===== src/rtl/rf_pkg.sv =====
// rf_pkg: shared widths, FSM states and the operand bundle for the register-file port controller.
package rf_pkg;
    localparam int DATA_W = 32;
    localparam int ADDR_W = 5;
    localparam logic [DATA_W-1:0] ZERO_W = '0;
    typedef enum logic [1:0] {IDLE, WAIT, OUT} state_t;
    typedef struct packed {
        logic [DATA_W-1:0] a;
        logic [DATA_W-1:0] b;
        logic [DATA_W-1:0] c;
    } op_t;
endpackage


===== src/rtl/rf_port_ctrl.sv =====
// rf_port_ctrl: arbitrates writeback vs operand reads onto the regfile port and returns operands to issue.
// Optional RF_HOLD_BYPASS_EN: writebacks to captured source registers update held operands.
module rf_port_ctrl #(
    parameter int DATA_W = rf_pkg::DATA_W,
    parameter int ADDR_W = rf_pkg::ADDR_W,
    parameter int MAX_WB_STREAK = 4
) (
    input  logic              clk,
    input  logic              rst,
    input  logic              rd_req_valid,
    output logic              rd_req_ready,
    input  logic [ADDR_W-1:0] rd_rs1,
    input  logic [ADDR_W-1:0] rd_rs2,
    input  logic [ADDR_W-1:0] rd_rs3,
    input  logic              wb_valid,
    output logic              wb_ready,
    input  logic [ADDR_W-1:0] wb_addr,
    input  logic [DATA_W-1:0] wb_data,
    output logic              op_valid,
    input  logic              op_ready,
    output logic [DATA_W-1:0] op_a,
    output logic [DATA_W-1:0] op_b,
    output logic [DATA_W-1:0] op_c,
    output logic              rf_enable,
    output logic              rf_write,
    output logic              rf_read,
    output logic [ADDR_W-1:0] rf_raddr1,
    output logic [ADDR_W-1:0] rf_raddr2,
    output logic [ADDR_W-1:0] rf_waddr1,
    output logic [DATA_W-1:0] rf_din,
    input  logic [DATA_W-1:0] rf_dout1,
    input  logic [DATA_W-1:0] rf_dout2,
    input  logic [DATA_W-1:0] rf_dout3
);
    import rf_pkg::*;

    localparam int SW = $clog2(MAX_WB_STREAK + 1);

    state_t state, state_n;
    op_t op_q, op_n;
    logic [SW-1:0] streak;
    logic wb_block, wb_fire, rd_fire;
`ifdef RF_HOLD_BYPASS_EN
    logic [ADDR_W-1:0] rs1_q, rs2_q, rs3_q;
`endif

    // A read starved by MAX_WB_STREAK write wins gets the port for one cycle
    assign wb_block = state == IDLE && rd_req_valid && streak == SW'(MAX_WB_STREAK);
    assign wb_ready = !rst && !wb_block;
    assign wb_fire = wb_valid && wb_ready;
    assign rd_req_ready = !rst && state == IDLE && !wb_fire;
    assign rd_fire = rd_req_valid && rd_req_ready;

    assign rf_enable = wb_fire || rd_fire;
    assign rf_write = wb_fire;
    assign rf_read = rd_fire;
    assign rf_raddr1 = rd_fire ? rd_rs1 : '0;
    assign rf_raddr2 = rd_fire ? rd_rs2 : '0;
    assign rf_waddr1 = wb_fire ? wb_addr : rd_fire ? rd_rs3 : '0;
    assign rf_din = wb_fire ? wb_data : ZERO_W;

    assign op_valid = state == OUT;
    assign op_a = op_q.a;
    assign op_b = op_q.b;
    assign op_c = op_q.c;

    always_comb begin
        state_n = rd_fire ? WAIT : state == WAIT ? OUT : (state == OUT && op_ready) ? IDLE : state;
        op_n = state == WAIT ? {rf_dout1, rf_dout2, rf_dout3} : op_q;
`ifdef RF_HOLD_BYPASS_EN
        op_n.a = (wb_fire && state != IDLE && wb_addr == rs1_q) ? wb_data : op_n.a;
        op_n.b = (wb_fire && state != IDLE && wb_addr == rs2_q) ? wb_data : op_n.b;
        op_n.c = (wb_fire && state != IDLE && wb_addr == rs3_q) ? wb_data : op_n.c;
`endif
    end

    always_ff @(posedge clk or posedge rst) begin
        if (rst) begin
            state <= IDLE;
            op_q <= '0;
            streak <= '0;
        end else begin
            state <= state_n;
            op_q <= op_n;
            if (rd_fire || (state == IDLE && !rd_req_valid))
                streak <= '0;
            else if (state == IDLE && wb_fire && streak != SW'(MAX_WB_STREAK))
                streak <= streak + SW'(1);
        end
    end

`ifdef RF_HOLD_BYPASS_EN
    always_ff @(posedge clk or posedge rst) begin
        if (rst) begin
            rs1_q <= '0;
            rs2_q <= '0;
            rs3_q <= '0;
        end else if (rd_fire) begin
            rs1_q <= rd_rs1;
            rs2_q <= rd_rs2;
            rs3_q <= rd_rs3;
        end
    end
`endif
endmodule


===== config.mk =====
export PLATFORM = sky130hd
export DESIGN_NAME = rf_port_ctrl
export DESIGN_NICKNAME = d
export VERILOG_FILES = /design/src/rtl/rf_pkg.sv /design/src/rtl/rf_port_ctrl.sv
export SDC_FILE = /design/constraint.sdc
export NUM_CORES = 1
export LEC_CHECK = 0
export ABC_AREA = 1
export BUFFER_PORTS_ARGS = -buffer_cell sky130_fd_sc_hd__buf_2
export CAP_MARGIN = 20
export CORE_MARGIN = 1.5
export CORE_UTILIZATION = 30
export DETAILED_ROUTE_END_ITERATION = 10
export PLACE_DENSITY_LB_ADDON = 0.1
export SYNTH_ARGS = -nofsm -noshare
export SYNTH_HDL_FRONTEND = slang
export SYNTH_SLANG_ARGS = --single-unit

===== constraint.sdc =====
create_clock -name clk -period 9.6 [get_ports clk]
set_input_delay 0.48 -clock clk [delete_from_list [all_inputs] [get_ports clk]]
set_output_delay 0.48 -clock clk [all_outputs]
set_load 0.01 [all_outputs]

# Word level (Yosys, flattened, before mapping)
# Index checks and enable logic that the tools add are counted.
# Widths: inputs -> output; s select.
# word_totals
out_inout_bits	149
ff_bits	101
# op_classes
n_reduce_logical	20
n_eq_ne	4
addsub	1
muxes	10
# op_table
cell	count
$mux 32	1
$mux 5	4
$logic_and 1x1->1	11
$mux 2	3
$mux 3	2
$logic_not 1->1	4
$add 3x1->3 const B	1
$eq 3x3->1 const B	1
$ne 3x3->1 const B	1
$reduce_bool 3->1	1
$eq 2x1->1 const B	1
$eq 2x2->1 const B	1
$logic_not 2->1	1
$logic_or 1x1->1	2
$reduce_bool 2->1	1

# Logic depth before layout (Yosys ltp)
# Gate-level depths: netlist of the first run.
# depth
depth_word	11
depth_mapped	9
ltp_nobuf	9

# Least setup slack after synthesis of the first run
# OpenSTA, ideal clock, no wires.
# synth_path
path_kind	input -> output
from	input port rst
to	output port rf_din[22]
required_time_ns	9.120
n_path_buf	2
stages	5
t_arrival_ns	3.585
slack_ns	5.535
path_cell_list	inv_1 -> nand3_2 -> buf_6 -> buf_6 -> nor2_1
# synth_via
elab_chain_len	4
# synth_lines
item	line_no	text
start: declaration	rf_port_ctrl.sv:9	input logic rst,
$logic_not 1->1 (no source line)	--	
$logic_and 1x1->1	rf_port_ctrl.sv:49	assign wb_ready = !rst && !wb_block;
$logic_and 1x1->1	rf_port_ctrl.sv:50	assign wb_fire = wb_valid && wb_ready;
$mux 32	rf_port_ctrl.sv:60	assign rf_din = wb_fire ? wb_data : ZERO_W;
end: declaration	rf_port_ctrl.sv:30	output logic [DATA_W-1:0] rf_din,
# No other way between the ends.

# Worst setup path after layout of the first run
# layout_path
from	input port rst
to	output port rf_enable
# layout_via
elab_chain_len	7
# layout_lines
item	line_no	text
$logic_not 1->1 (no source line) *	--	
$logic_and 1x1->1	rf_port_ctrl.sv:49	
$logic_and 1x1->1	rf_port_ctrl.sv:50	
$logic_not 1->1	rf_port_ctrl.sv:51	assign rd_req_ready = !rst && state == IDLE && !wb_fire;
$logic_and 1x1->1	rf_port_ctrl.sv:51	
$logic_and 1x1->1	rf_port_ctrl.sv:52	assign rd_fire = rd_req_valid && rd_req_ready;
$logic_or 1x1->1 *	rf_port_ctrl.sv:54	assign rf_enable = wb_fire || rd_fire;
end: declaration	rf_port_ctrl.sv:24	output logic rf_enable,
# Mark *: on every way between the ends. The rest lies on a longest branch, timed or not.

==> impl_metrics.py, run 1 <==
metrics = {
    "power": {
        "p_leak_nw": 3.50,
        "power.density_nw_per_um2": 149,
        "vdd_drop_max_uv": 82.0,
        "fin_total_pwr_uw": 939,
    },
    "worst_setup_path": {
        "required_ns": 9.12,
        "worstPathMaxFanout": 50,
        "worst_r2r_path_depth": 8,
        "arrival_ns": 2.58,
        "start_kind": "input pin",
        "regToRegStartpoint": "streak[0]$_DFFE_PP0P_",
        "slowest_delay_ns": 0.72,
        "crit_chain": "buf_2 > inv_4 > nand3_2 > nand3_2 > nand2_1 > buf_2",
        "r2r-end": "state[0]$_DFFE_PP0P_",
        "critPathTopFamily": "simple AND/OR/NAND/NOR gates",
        "rrSetupSlack_ns": 7.34,
        "cp_num_buf_inv": 3,
        "slowest_stage": "nand3_2",
        "endpoint_kind": "output port",
        "critPathKind": "in2out",
    },
    "timing": {
        "fin_ws_ns": 6.54,
        "worstMarginPinSlew_ns": 0.722,
        "holdWs_ns": 0.247,
        "slew_headroom_pct": 51.8,
        "hold_viol": 0,
        "rsz0062_at_grt": "false",
        "min_period_ns": 3.06,
        "slew_viol_final": 0,
        "setup_viol": 0,
        "fin_setup_tns_ns": 0,
        "fmax_ghz": 0.327,
        "fin_skew_ns": 0.00704,
        "fin_crit_sh_pct": 31.9,
    },
    "job": {
        "drv_cap": 0,
    },
    "outcome": {
        "outcome": "finished, final reports clean",
    },
    "cts": {
        "cts_resized": 0,
        "clockBufferDepth": 2,
        "clock-sinks": 101,
        "cts.reportedPaths.clkPinSlew_ns": 0.07,
        "htree_levels": 3,
        "cts_buffers": 9,
        "clockRootBuffer": "clkbuf_16",
        "cts_tree": "yes",
        "clock_latency_ns": 0.33,
        "cts_setup_buffers": 0,
        "hold_buffers": 0,
    },
    "synth": {
        "yosysMostFrequentCell": "dfrtp_1",
        "synth_top_cell_area_share_pct": 57.9,
        "ys_top_cells_by_count": "101 x dfrtp_1, 96 x mux2_2, 56 x inv_1",
        "synth-xor-area-share_pct": 0.201,
        "synth-adder-area-share_pct": 0.574,
        "muxShareOfSynthArea_pct": 24.8,
        "ys_warn_count": 0,
        "synth_area_leader_cell": "dfrtp_1",
        "synth_top_family_by_area": "multiplexers",
        "synth_edf_count": 0,
        "ys.flop_type": "dfrtp_1",
        "synthSimpleGateAreaFrac_pct": 8.29,
        "synthTopCellsByArea": "dfrtp_1 58%, mux2_2 25%, inv_1 4.8%",
        "syn-cell-area_sq_um": 4360,
        "synth_seq_cells": 101,
        "synth.yosys.seq_area_share_pct": 57.9,
        "syn_inst": 355,
        "syn-num-nets": 510,
        "syn_avg_cell_area_sq_um": 12.3,
        "synth_compound_area_share_pct": 0.401,
        "synth-async-reset-ratio_pct": 100,
        "ys_types": 15,
    },
    "worst_hold_path": {
        "hp-class": "in2async",
    },
    "global_routing": {
        "antenna_found_initial": 0,
        "grt_usage_pct": 14.6,
        "grt_overflow": 0,
        "grt_pass1_vias": 3483,
        "grt_pass1_wl_um": 16900,
        "grt_max_degree": 56,
    },
    "detailed_routing": {
        "viasPerCell": 4.28,
        "totalWireLength_um": 11900,
        "num_vias": 3592,
        "drc_errors": 0,
        "drt_first_pass_iters": 3,
        "wl_per_cell_um": 14.2,
        "postRouteAntennaNets": 0,
        "drtIter0Drc": 76,
    },
    "finish": {
        "stdcell_area_sq_um": 6300,
        "syn_to_final_growth_pct": 44.3,
        "final_core_util_pct": 44.8,
        "drive_gt1_share_pct": 65.1,
        "n_fill_cell": 1372,
        "num_antenna_cells": 0,
        "nets": 809,
        "layout.cells.non_filler": 839,
    },
    "place": {
        "dpl_worst_slack_ns": 6.42,
        "dp_cells": 823,
        "place_area_sq_um": 5990,
        "dpl.hpwl_um": 9350,
        "gp_congestion": 0.721,
        "portBuffers": 301,
    },
    "die": {
        "core-area_sq_um": 14000,
        "boundaryPins": 302,
        "rows": 43,
        "die-area_sq_um": 15300,
        "initial_utilization_pct": 31.1,
        "die_h_um": 124,
        "die_w_um": 124,
    },
}
-- where the power goes --
group	total [mW]	internal (mW)	switching, mW
clock	0.370	0.211	0.159
sequential	0.455	0.446	0.00954
combinational	0.113	0.0575	0.0559
total	0.939	0.714	0.225
-- cells by family (layout without fill, tap and decap cells) --
family                   after synthesis  after routing
AO/OA/AOI/OAI                          3              3
XOR/XNOR                               1              1
adder cells (fa/ha/maj)                2              2
buffers and inverters                 71            375
flip-flops                           101            101
multiplexers                          96             96
AND/OR/NAND/NOR                       81             81
-- cell usage in the layout, fill, tap and decap left out, drive strengths merged, types with 2 or more instances in the layout --
cell	netlist	final
buf	15	303
clkbuf	0	10
clkinv	0	2
dfrtp	101	101
ha	2	2
inv	56	58
mux2	96	96
nand2	21	21
nand3	2	2
nand4	6	6
nor2	52	52
o21ai	2	2
-- how the worst max path moves through the flow --
stage	startpoint	slack, ns	to	depth (start not counted)
floorplan	rst	5.53	rf_din[22]	5
global placement	rst	6.52	rf_enable	6
detailed placement	rst	6.42	rf_enable	6
CTS	rst	6.43	rf_enable	6
global route	rst	6.20	rf_enable	6
finish	rst	6.54	rf_enable	6
-- flip-flops by register name, summed over array words and instances (netlist names) --
signal,cells
state,2
op_c,32
streak,3
op_b,32
op_a,32
-- area by class of cell --
type	count	area, sq um	area share (%)
Tap cell	180	225	3.58
Sequential cell	101	2530	40.1
Timing Repair Buffer	303	1520	24.2
Inverter	56	213	3.38
Multi-Input combinational cell	183	1500	23.8
Clock buffer	10	239	3.80
Clock inverter	6	68.8	1.09
-- layer usage --
| metal | GRT usage (%) | wire length [um] |
|---|---|---|
| met1 | 15.0 | 4200 |
| met2 | 27.4 | 6390 |
| met4 | 4.96 | 191 |
| met5 | 0 | 0 |
| met3 | 5.13 | 1100 |
(Power assumes the default switching activity.)
==> inputs of run 2 (changes only) <==
==> constraint.sdc (replaced) <==
create_clock -name clk -period 2.5 [get_ports clk]
set_input_delay 0.125 -clock clk [delete_from_list [all_inputs] [get_ports clk]]
set_output_delay 0.125 -clock clk [all_outputs]
set_load 0.01 [all_outputs]
==> run 2 against run 1 <==
Net effect:
- first-iteration DRC count is 21% higher
- via count rose by 3.4%
- global-route usage barely moved
- largest cell class unchanged
==> impl_metrics.py, run 2 (synthesis results as in run 1) <==
metrics = {
    "outcome": {
        "outcome": "finished, final reports clean",
    },
    "finish": {
        "layout.cells.non_filler": 861,
        "num_antenna_cells": 0,
        "n_fill_cell": 1337,
        "final_common_cell": "buf_2",
        "syn_to_final_growth_pct": 50.2,
        "nets": 831,
        "mostFrequentLayoutCells": "301 x buf_2, 101 x dfrtp_1, 96 x mux2_2, 55 x inv_1, 42 x nor2_1",
        "drive_gt1_share_pct": 63.4,
    },
    "timing": {
        "fmax_ghz": 0.451,
        "fin_setup_tns_ns": 0,
        "slew_headroom_pct": 56.7,
        "slew_viol_final": 0,
        "fin_ws_ns": 0.284,
        "fin_skew_ns": 0.00771,
        "hold_viol": 0,
        "rsz0062_at_grt": "false",
        "fin_crit_sh_pct": 88.6,
        "setup_viol": 0,
        "worstMarginPinSlew_ns": 0.649,
        "min_period_ns": 2.22,
    },
    "cts": {
        "clockBufferDepth": 2,
        "cts_tree": "yes",
        "htree_levels": 3,
        "clock-sinks": 101,
        "cts_buffers": 9,
        "cts.reportedPaths.clkPinSlew_ns": 0.07,
        "clock_latency_ns": 0.34,
        "clockRootBuffer": "clkbuf_16",
    },
    "worst_setup_path": {
        "required_ns": 2.38,
        "endpoint_kind": "output port",
        "critPathKind": "reg2out",
        "regToRegStartpoint": "streak[0]$_DFFE_PP0P_",
        "worst_r2r_path_depth": 10,
        "cp-endpoint": "rd_req_ready",
        "worstPathMaxFanout": 22,
        "arrival_ns": 2.09,
        "setup.worst_path.start": "streak[0]$_DFFE_PP0P_",
        "r2r-end": "streak[2]$_DFFE_PP0P_",
        "start_kind": "flop",
        "rrSetupSlack_ns": 0.64,
    },
    "die": {
        "die_w_um": 124,
        "core-area_sq_um": 14000,
        "initial_utilization_pct": 31.1,
        "die-area_sq_um": 15300,
        "die_h_um": 124,
        "boundaryPins": 302,
        "rows": 43,
    },
    "power": {
        "vdd_drop_max_uv": 267,
        "switching_share_pct": 23.4,
        "p_seq_share_pct": 46.7,
        "fin_total_pwr_mw": 3.74,
        "power_switching_uw": 874,
        "power.density_nw_per_um2": 571,
        "comb_power_share_pct": 12.3,
        "p_int_mw": 2.87,
        "pwr-share-clk_pct": 41.0,
        "p_leak_nw": 3.61,
    },
    "global_routing": {
        "antenna_found_initial": 0,
        "grt_max_degree": 66,
        "grt_pass1_vias": 3564,
        "grt_overflow": 0,
        "grt_pass1_wl_um": 17000,
        "grt_usage_pct": 14.7,
    },
    "place": {
        "dpl_worst_slack_ns": 0.548,
        "gp_congestion": 0.684,
        "dpl.hpwl_um": 9200,
        "dp_cells": 826,
        "portBuffers": 301,
    },
    "detailed_routing": {
        "wl_per_cell_um": 13.7,
        "postRouteAntennaNets": 0,
        "viasPerCell": 4.31,
        "drtIter0Drc": 92,
        "num_vias": 3715,
        "drc_errors": 0,
        "drt_first_pass_iters": 4,
        "totalWireLength_um": 11800,
    },
    "job": {
        "drv_cap": 0,
    },
    "worst_hold_path": {
        "hp-class": "in2reg",
    },
}
==> run 2: cell count changes in the layout (fill, tap and decap cells not counted) <==
cell,previous run,this run
dlygate4sd3_1,0,19
buf_4,2,4
buf_12,0,1
bufinv_16,1,2
inv_4,1,0
inv_6,2,1
inv_8,0,1
nand3_2,2,1
nand3_4,0,1
==> run 2: what timing repair did <==
action | CTS | global route
endpoints found under the hold margin | 15 | 4
hold buffers | 15 | 4
endpoints found under the setup margin | 0 | 1
buffers inserted | 0 | 0
gates resized for setup | 0 | 1
==> run 2: power by group through the flow <==
| stage | sequential [mW] | clock, mW | combinational (mW) |
|---|---|---|---|
| after floorplan | 1.82 | 0 | 0.148 |
| after global routing | 1.76 | 1.65 | 0.510 |
| after CTS | 1.75 | 1.59 | 0.465 |
| final | 1.75 | 1.54 | 0.460 |
| after global placement | 1.78 | 0 | 0.441 |
| after detailed placement | 1.78 | 0 | 0.446 |
==> run 2: worst max-delay path: stages, from the launching register on <==
cell	delay, ns
dfrtp_1	0.38
inv_1	0.06
ha_1	0.18
nand2_1	0.08
nor2_1	0.04
nand2_1	0.08
nand3_2	0.32
buf_4	0.35
nand2_1	0.10
inv_1	0.04
buf_2	0.13
==> run 2: through the flow <==
stage               instance area (sq um)  util (%)  hold WS, ns
floorplan                            4370         -        0.233
global placement                     6020      42.9        0.354
detailed placement                   6020      42.9        0.343
CTS                                  6510      46.3     0.000158
global route                         6560      46.7      0.00104
finish                               6560      46.7       0.0111
==> run 2: worst min-delay path by stage <==
stage	start	endpoint	slack, ns	cells after the start
final	rf_dout2[7]	op_b[7]$_DFFE_PP0P_	0.01	2
after global routing	rf_dout1[2]	op_a[2]$_DFFE_PP0P_	0.001	2
after CTS	rf_dout1[25]	op_a[25]$_DFFE_PP0P_	0.0002	2
after detailed placement	op_ready	state[1]$_DFFE_PP0P_	0.34	2
after global placement	op_ready	state[1]$_DFFE_PP0P_	0.35	2
after floorplan	op_ready	state[1]$_DFFE_PP0P_	0.23	1
==> run 2: per-layer routing <==
| layer | wire [um] | vias up | global-route usage, % |
|---|---|---|---|
| met5 | 0 | - | 0 |
| met4 | 170 | 0 | 5.24 |
| met3 | 1120 | 14 | 5.45 |
| met2 | 6410 | 170 | 27.9 |
| met1 | 4120 | 1759 | 14.4 |
| li1 | - | 1772 | - |
==> run 2: area by class of cell <==
type                    count  area, sq um  area share (%)
multi-input cells         183         1510            23.0
inverters                  56          214            3.26
clock buffers              10          239            3.65
repair buffers            325         1750            26.6
well taps                 180          225            3.44
clock inverters             6         93.8            1.43
flip-flops and latches    101         2530            38.6
==> inputs of run 3 (changes only) <==
--- a/config.mk
+++ b/config.mk
@@ -8,8 +8,10 @@
 export ABC_AREA = 1
 export BUFFER_PORTS_ARGS = -buffer_cell sky130_fd_sc_hd__buf_2
 export CAP_MARGIN = 20
+export CELL_PAD_IN_SITES_DETAIL_PLACEMENT = 2
+export CELL_PAD_IN_SITES_GLOBAL_PLACEMENT = 2
 export CORE_MARGIN = 1.5
-export CORE_UTILIZATION = 30
+export CORE_UTILIZATION = 21
 export DETAILED_ROUTE_END_ITERATION = 10
 export PLACE_DENSITY_LB_ADDON = 0.1
 export SYNTH_ARGS = -nofsm -noshare
==> run 3 against run 2 <==
Net effect:
- fmax down 0.68%
- combinational power up 9.8%
- critical path depth down 1
- register-to-register slack better by 0.18 ns
- final cell count up 14%
- die area up 42%
- utilization down 13 points
- critical path type unchanged
- cell area up 5.4%
==> impl_metrics.py, run 3 (synthesis results as in run 1) <==
metrics = {
    "outcome": {
        "outcome": "finished, final reports clean",
    },
    "timing": {
        "rsz0062_at_grt": "false",
        "setup_viol": 0,
        "slew_viol_final": 0,
        "fin_ws_ns": 0.269,
        "fin_setup_tns_ns": 0,
        "fin_crit_sh_pct": 89.2,
        "hold_viol": 0,
        "slew_headroom_pct": 44.2,
        "fmax_ghz": 0.448,
        "fin_skew_ns": 0.0150,
        "min_period_ns": 2.23,
        "worstMarginPinSlew_ns": 0.837,
    },
    "global_routing": {
        "antenna_found_initial": 3,
        "grt_overflow": 0,
        "grt_usage_pct": 14.0,
        "grt_pass1_vias": 4262,
        "grt_max_degree": 67,
        "grt_pass1_wl_um": 23500,
    },
    "power": {
        "power.density_nw_per_um2": 540,
        "fin_total_pwr_mw": 3.73,
        "p_leak_nw": 3.71,
        "vdd_drop_max_uv": 271,
    },
    "die": {
        "rows": 52,
        "core-area_sq_um": 20300,
        "boundaryPins": 302,
        "die_h_um": 147,
        "die_w_um": 147,
        "initial_utilization_pct": 21.5,
        "die-area_sq_um": 21700,
    },
    "finish": {
        "drive_gt1_share_pct": 61.3,
        "n_fill_cell": 2295,
        "syn_to_final_growth_pct": 58.3,
        "final_common_cell": "buf_2",
        "nets": 856,
        "mostFrequentLayoutCells": "301 x buf_2, 101 x dfrtp_1, 96 x mux2_2, 55 x inv_1, 43 x dlygate4sd3_1",
    },
    "cts": {
        "cts_tree": "yes",
        "cts_setup_buffers": 0,
        "clockBufferDepth": 2,
        "htree_levels": 3,
        "clock-sinks": 101,
        "cts.reportedPaths.clkPinSlew_ns": 0.08,
        "cts_buffers": 9,
        "clock_latency_ns": 0.35,
        "clockRootBuffer": "clkbuf_16",
    },
    "worst_hold_path": {
        "holdPathStages": 2,
        "hp-class": "in2reg",
    },
    "worst_setup_path": {
        "critPathKind": "reg2out",
        "worstPathMaxFanout": 15,
        "endpoint_kind": "output port",
        "required_ns": 2.38,
        "worst_r2r_path_depth": 8,
        "arrival_ns": 2.11,
        "start_kind": "flop",
    },
    "place": {
        "gp_congestion": 0.790,
        "dpl.hpwl_um": 11800,
        "dpl_worst_slack_ns": 0.496,
        "portBuffers": 301,
    },
    "detailed_routing": {
        "m1WireLength_um": 5620,
        "top_layer": "met5",
        "drc_errors": 0,
        "totalWireLength_um": 15200,
        "postRouteAntennaNets": 0,
        "drt_first_pass_iters": 3,
        "num_vias": 3897,
        "wl_met3_um": 1470,
        "drtIter0Drc": 62,
        "wl_per_cell_um": 15.5,
        "met2_length_um": 7860,
        "viasPerCell": 3.98,
    },
    "job": {
        "drv_cap": 0,
    },
}
-- run 3: cell count changes in the layout (fill, tap and decap cells not counted) --
cell / delta
dlygate4sd3_1: +24
clkinv_4: +2
diode_2: +2
buf_4: +1
bufinv_16: -1
clkinv_2: -1
clkinv_8: +1
inv_8: -1
-- run 3: repair_timing --
| item | in CTS | in global routing |
|---|---|---|
| endpoints found under the hold margin | 43 | 0 |
| resized for setup | 0 | 1 |
| hold buffers | 43 | 0 |
| setup endpoints to repair | 0 | 7 |
-- run 3: worst paths after layout --
path / from / end / slack (ns)
hold reg to reg: op_a[22]$_DFFE_PP0P_ / op_a[22]$_DFFE_PP0P_ / 0.50
hold / removal: rf_dout3[11] / op_c[11]$_DFFE_PP0P_ / 0.01
setup / recovery: streak[0]$_DFFE_PP0P_ / rf_raddr2[0] / 0.27
setup reg to reg: streak[0]$_DFFE_PP0P_ / state[0]$_DFFE_PP0P_ / 0.82
min in group asynchronous: rst / op_a[23]$_DFFE_PP0P_ / 0.02
max in group asynchronous: rst / op_a[17]$_DFFE_PP0P_ / 1.81
-- run 3: critical path, cell delays in order (launching register included) --
cell and delay (ns):
dfrtp_1 0.41, inv_1 0.07, ha_1 0.14, nand2_1 0.06
nor2_1 0.08, nand2_1 0.11, nand3_4 0.17, nand3_2 0.35
nor2_2 0.22, buf_2 0.16
-- run 3: metrics by stage --
stage	area (sq um)	hold slack, ns	instances	utilization (%)
after floorplan	4370	0.233	355	-
after global placement	6140	0.348	917	30.3
after detailed placement	6140	0.346	917	30.3
after CTS	6900	0.0000640	976	34.0
after global routing	6910	0.000530	978	34.0
final	6910	0.0108	978	34.0
-- run 3: power by group --
| part | total, mW | switching (mW) | internal, mW |
|---|---|---|---|
| logic | 0.505 | 0.236 | 0.268 |
| clock network | 1.48 | 0.654 | 0.822 |
| registers | 1.75 | 0.0377 | 1.71 |
-- run 3: cell type report --
class | instances | area, sq um | share of cell area (%)
timing repair buffer | 350 | 1990 | 28.9
tap | 270 | 338 | 4.89
antenna | 2 | 5.00 | 0.0725
multi-input combinational | 183 | 1510 | 21.8
sequential | 101 | 2530 | 36.6
inverter | 56 | 214 | 3.10
clock buffer | 10 | 239 | 3.46
clock inverter | 6 | 81.3 | 1.18
-- run 3: layer usage --
layer	track usage, %	vias to the layer above
li1	-	1815
met1	14.9	1873
met2	25.1	189
met3	5.31	18
met4	5.05	2
met5	0	-
